[src/rtl/jk_cmd_pkg.sv]
// Shared types and command encodings for the J/K command encoder.
// The {j,k} bit order follows the downstream flip-flop's case encoding.
package jk_cmd_pkg;

  typedef enum logic [1:0] {IDLE, PAIR, EMIT, LOCK} state_t;

  localparam logic [1:0] CMD_NONE = 2'b00;
  localparam logic [1:0] CMD_CLR  = 2'b01;
  localparam logic [1:0] CMD_SET  = 2'b10;
  localparam logic [1:0] CMD_TOG  = 2'b11;

  function automatic int max_int(input int a, input int b);
    return (a > b) ? a : b;
  endfunction

endpackage

[src/rtl/jk_cmd_encoder_btn_debounce.sv]
// Two-flop synchroniser plus counter debounce for one raw pushbutton.
// press is high in the single cycle where the debounced level loads 1.
module btn_debounce #(
  parameter int DEBOUNCE_CYCLES = 8
) (
  input  logic clk,
  input  logic reset,
  input  logic btn,
  output logic db,
  output logic press
);

  localparam int DW = $clog2(DEBOUNCE_CYCLES) + 1;

  logic          s1;
  logic          s2;
  logic [DW-1:0] cnt;
  logic          load;

  assign load  = (s2 != db) && (cnt == DW'(DEBOUNCE_CYCLES - 1));
  assign press = load && s2;

  // The level only follows s once it has differed for DEBOUNCE_CYCLES samples.
  always_ff @(posedge clk) begin
    if (reset) begin
      s1  <= 1'b0;
      s2  <= 1'b0;
      db  <= 1'b0;
      cnt <= '0;
    end else begin
      s1 <= btn;
      s2 <= s1;
      if (s2 == db) begin
        cnt <= '0;
      end else if (load) begin
        db  <= s2;
        cnt <= '0;
      end else begin
        cnt <= cnt + 1'b1;
      end
    end
  end

endmodule

[src/rtl/jk_cmd_encoder.sv]
// Turns debounced SET/CLR presses into one-cycle J/K pulses, merging
// near-simultaneous presses into a toggle and issuing one command per gesture.
module jk_cmd_encoder
  import jk_cmd_pkg::*;
#(
  parameter int DEBOUNCE_CYCLES = 8,
  parameter int PAIR_WINDOW     = 4
) (
  input  logic clk,
  input  logic reset,
  input  logic btn_set,
  input  logic btn_clr,
  output logic j,
  output logic k,
  output logic busy
);

  localparam int CNT_W = $clog2(max_int(DEBOUNCE_CYCLES, PAIR_WINDOW)) + 1;

  logic             db_set, db_clr;
  logic             press_set, press_clr;
  state_t           state, state_next;
  logic [1:0]       pending, pending_next;
  logic [1:0]       cmd, cmd_next;
  logic [CNT_W-1:0] wcnt, wcnt_next;
  logic             other_press;
  logic             j_next, k_next, busy_next;

  btn_debounce #(.DEBOUNCE_CYCLES(DEBOUNCE_CYCLES)) u_db_set (
    .clk(clk), .reset(reset), .btn(btn_set), .db(db_set), .press(press_set)
  );

  btn_debounce #(.DEBOUNCE_CYCLES(DEBOUNCE_CYCLES)) u_db_clr (
    .clk(clk), .reset(reset), .btn(btn_clr), .db(db_clr), .press(press_clr)
  );

  assign other_press = (pending == CMD_SET) ? press_clr : press_set;

  always_comb begin
    state_next   = state;
    pending_next = pending;
    cmd_next     = cmd;
    wcnt_next    = wcnt;
    j_next       = 1'b0;
    k_next       = 1'b0;
    unique case (state)
      IDLE: begin
        if (press_set && press_clr) begin
          state_next = EMIT;
          cmd_next   = CMD_TOG;
        end else if (press_set || press_clr) begin
          state_next   = PAIR;
          pending_next = press_set ? CMD_SET : CMD_CLR;
          wcnt_next    = '0;
        end
      end
      PAIR: begin
        // A second press of the same button is not a merge; only the other one counts.
        if (other_press) begin
          state_next = EMIT;
          cmd_next   = CMD_TOG;
        end else if (wcnt == CNT_W'(PAIR_WINDOW - 1)) begin
          state_next = EMIT;
          cmd_next   = pending;
        end else begin
          wcnt_next = wcnt + 1'b1;
        end
      end
      EMIT: begin
        {j_next, k_next} = cmd;
        state_next       = LOCK;
      end
      LOCK: begin
        if (!db_set && !db_clr) state_next = IDLE;
      end
      default: state_next = IDLE;
    endcase
    busy_next = (state_next != IDLE);
  end

  always_ff @(posedge clk) begin
    if (reset) begin
      state   <= IDLE;
      pending <= CMD_NONE;
      cmd     <= CMD_NONE;
      wcnt    <= '0;
      j       <= 1'b0;
      k       <= 1'b0;
      busy    <= 1'b0;
    end else begin
      state   <= state_next;
      pending <= pending_next;
      cmd     <= cmd_next;
      wcnt    <= wcnt_next;
      j       <= j_next;
      k       <= k_next;
      busy    <= busy_next;
    end
  end

endmodule

[config.mk]
export PLATFORM = sky130hd
export DESIGN_NAME = jk_cmd_encoder
export DESIGN_NICKNAME = d
export VERILOG_FILES = /design/src/rtl/jk_cmd_pkg.sv /design/src/rtl/jk_cmd_encoder_btn_debounce.sv /design/src/rtl/jk_cmd_encoder.sv
export SDC_FILE = /design/constraint.sdc
export NUM_CORES = 1
export LEC_CHECK = 0
export ABC_AREA = 1
export BUFFER_PORTS_ARGS = -buffer_cell sky130_fd_sc_hd__buf_4
export CAP_MARGIN = 20
export CORE_MARGIN = 2
export CORE_UTILIZATION = 32
export CTS_BUF_LIST = sky130_fd_sc_hd__clkbuf_4 sky130_fd_sc_hd__clkbuf_8
export DETAILED_ROUTE_END_ITERATION = 8
export PLACE_DENSITY_LB_ADDON = 0.2
export SYNTH_ARGS = -nofsm -noshare
export SYNTH_HDL_FRONTEND = slang
export SYNTH_SLANG_ARGS = --single-unit
[constraint.sdc]
create_clock -name clk -period 2.1 [get_ports clk]
set_input_delay 0.105 -clock clk [delete_from_list [all_inputs] [get_ports clk]]
set_output_delay 0.105 -clock clk [all_outputs]
set_load 0.02 [all_outputs]
==> flow_metrics.py <==
metrics = {
    "worst_hold_path": {
        "holdPathEnd": "u_db_set.s1$_SDFF_PP0_",
        "hold_start": "btn_set",
        "min_delay_path_depth": 3,
        "hold_path.class": "in2reg",
    },
    "layout": {
        "drive_above_1_share": 0.149,
        "final_util": 0.376,
        "stdcell_count": 216,
        "syn2layout_area_growth_pct": 12.0,
        "layout_commonest_cell": "nor2_1",
        "n_antenna_cell": 0,
        "final_area_mm2": 0.00139,
        "mostFrequentLayoutCells": "31 x nor2_1, 29 x inv_1, 27 x dfxtp_1",
        "nets": 178,
    },
    "setup_path": {
        "critPathCaptureType": "register",
        "required_ns": 2.27,
        "worstPathMaxFanout": 9,
        "crit_type": "reg2reg",
        "r2r_start": "u_db_clr.cnt[0]$_SDFF_PP0_",
        "cp-start-kind": "register",
        "cp.arrival_ns": 1.91,
        "reg2reg_depth": 9,
        "worstReg2RegEnd": "wcnt[3]$_SDFFE_PP0P_",
        "reg2reg_setup_slack_ns": 0.36,
    },
    "sta": {
        "worst_slew_pin_slew_ns": 0.390,
        "fin_ws_ns": 0.360,
        "max_freq_mhz": 575,
        "setup_tns_ns": 0,
        "setup_viol": 0,
        "fin_crit_sh": 0.828,
        "drv_slew": 0,
        "hold_violations": 0,
        "finalCriticalPeriod_ns": 1.74,
        "finClkSkew_ns": 0.00256,
        "rsz0062_at_grt": "false",
        "relSlewSlack": 0.740,
    },
    "die": {
        "die_w_um": 66.2,
        "die_h_um": 66.2,
        "num_rows": 22,
        "io_pins": 7,
        "core_area_mm2": 0.00369,
        "initial_core_util": 0.335,
        "die-area_mm2": 0.00438,
    },
    "placement": {
        "dpl_cell_area_mm2": 0.00134,
        "gp_congestion": 0.743,
        "place_inst": 212,
        "io_buffers": 6,
        "dp_hpwl_mm": 1.56,
        "dp_slack_ns": 0.357,
    },
    "synthesis": {
        "synth_top_area_frac": 0.437,
        "synth_seq_cells": 27,
        "synth_area_leader_cell": "dfxtp_1",
        "ys_warn_count": 0,
        "syn_inst": 159,
        "yosys.cell_types.count": 21,
        "synth.avg_cell_area_um2": 7.77,
        "ys_seq_area_frac": 0.437,
        "synth_nets": 168,
        "syn_area_mm2": 0.00124,
        "synth_area_leaders": "dfxtp_1 44%, nor2_1 9.4%, inv_1 8.8%",
    },
    "clock_tree": {
        "numClockSinks": 27,
        "cts_inserted_buffers": 3,
        "postCtsResizedCells": 0,
        "ctsHoldBuffers": 0,
        "htree_levels": 1,
        "cts_setup_buffers": 0,
        "clkTransAtPathRegs_ns": 0.09,
        "root_buffer": "clkbuf_8",
        "cts_tree": "built",
        "clock_latency_ns": 0.27,
        "clock_path_buffers": 2,
    },
    "routing": {
        "drt.antenna.violating_nets": 0,
        "drc_errors": 0,
        "wirelength_mm": 2.03,
        "first_iter_violations": 64,
        "dr.pass1.iters": 4,
        "vias": 947,
        "wl_per_cell_um": 9.40,
        "vias_per_cell": 4.38,
    },
    "grt": {
        "grt_max_degree": 15,
        "grt_pass1_vias": 876,
        "antenna_found_initial": 0,
        "track_usage": 0.108,
        "grt_pass1_wl_mm": 3.54,
        "overflow": 0,
    },
    "run_status": {
        "status": "completed",
    },
    "pwr": {
        "p_per_area_mw_per_mm2": 611,
        "peakVddDrop_mv": 0.267,
        "p_leak_nw": 0.628,
    },
    "flow_run": {
        "maxCapViolCount": 0,
    },
}
[worst max path at each step]
stage | from | to | slack, ns | cells after the start
2_1_floorplan | u_db_clr.cnt[0]$_SDFF_PP0_ | wcnt[0]$_SDFFE_PP0P_ | 0.57 | 10
3_3_place_gp | u_db_clr.cnt[0]$_SDFF_PP0_ | busy$_SDFF_PP0_ | 0.42 | 11
3_5_place_dp | u_db_clr.cnt[0]$_SDFF_PP0_ | wcnt[3]$_SDFFE_PP0P_ | 0.36 | 9
4_1_cts | u_db_clr.cnt[0]$_SDFF_PP0_ | wcnt[3]$_SDFFE_PP0P_ | 0.35 | 9
5_1_grt | u_db_clr.cnt[0]$_SDFF_PP0_ | wcnt[3]$_SDFFE_PP0P_ | 0.17 | 10
6_report | u_db_clr.cnt[0]$_SDFF_PP0_ | wcnt[3]$_SDFFE_PP0P_ | 0.36 | 9
[Yosys cell counts]
| cell | n |
|---|---|
| nor2_1 | 31 |
| inv_1 | 29 |
| dfxtp_1 | 27 |
| nand2_1 | 20 |
| nand3_1 | 10 |
| a21oi_1 | 8 |
| ha_1 | 5 |
| nand2_2 | 4 |
| nand3_2 | 4 |
| nor2_4 | 4 |
| xor2_1 | 3 |
| nand4_1 | 2 |
| nor3b_1 | 2 |
| o211ai_1 | 2 |
| o21ai_0 | 2 |
| a211oi_1 | 1 |
| buf_2 | 1 |
| nand4_4 | 1 |
| nor2_2 | 1 |
| o31ai_1 | 1 |
| or2_2 | 1 |
[critical path: stages, from the launching register on]
cell     delay [ns]
dfxtp_1        0.37
ha_1           0.18
nand2_1        0.10
nor2_4         0.12
nand2_1        0.10
ha_1           0.19
nor2_1         0.09
nand2_1        0.21
a21oi_1        0.22
nor2_1         0.07
[flip-flops by register name, summed over array words and instances, names as in the netlist, 2 cells and up]
signal        flops
cmd               2
pending           2
state             2
u_db_clr.cnt      4
u_db_set.cnt      4
wcnt              4
[logic make-up (layout without fill, tap and decap cells)]
| logic type | count (synthesis) | after routing | share of synthesized area |
|---|---|---|---|
| and+or+nand+nor | 80 | 80 | 0.334 |
| buffers and inverters | 30 | 39 | 0.0921 |
| DFF | 27 | 27 | 0.437 |
| AOI/OAI and AO/OA | 14 | 14 | 0.0648 |
| adders and majority gates | 5 | 5 | 0.0506 |
| xor gates and xnor gates | 3 | 3 | 0.0213 |
[metal layers]
metal	part of all wire	up-vias	global-route usage
met3	0.033	5	0.0256
met5	0	-	0
met1	0.47	418	0.117
met2	0.47	12	0.186
li1	-	512	-
met4	0.027	0	0.0689
[area by class of cell]
type / count / area [um^2]
multi-input combinational: 102 / 582
fill: 406 / 2300
clock buffer: 4 / 48.8
inverter: 29 / 109
sequential: 27 / 541
tap: 48 / 60.1
timing repair buffer: 6 / 45.0
[metrics by stage]
stage / hold WS [ns] / power, mW
6_report: 0.0273 / 0.846
5_1_grt: 0.0420 / 0.881
4_1_cts: 0.0232 / 0.859
3_5_place_dp: 0.312 / 0.552
3_3_place_gp: 0.302 / 0.551
2_1_floorplan: 0.176 / 0.543
[where the power goes]
group / switching, mW / internal [mW] / total (mW)
Clock: 0.158 / 0.149 / 0.307
Combinational: 0.0125 / 0.00780 / 0.0203
Sequential: 0.00242 / 0.516 / 0.519
(Power assumes the default switching activity.)
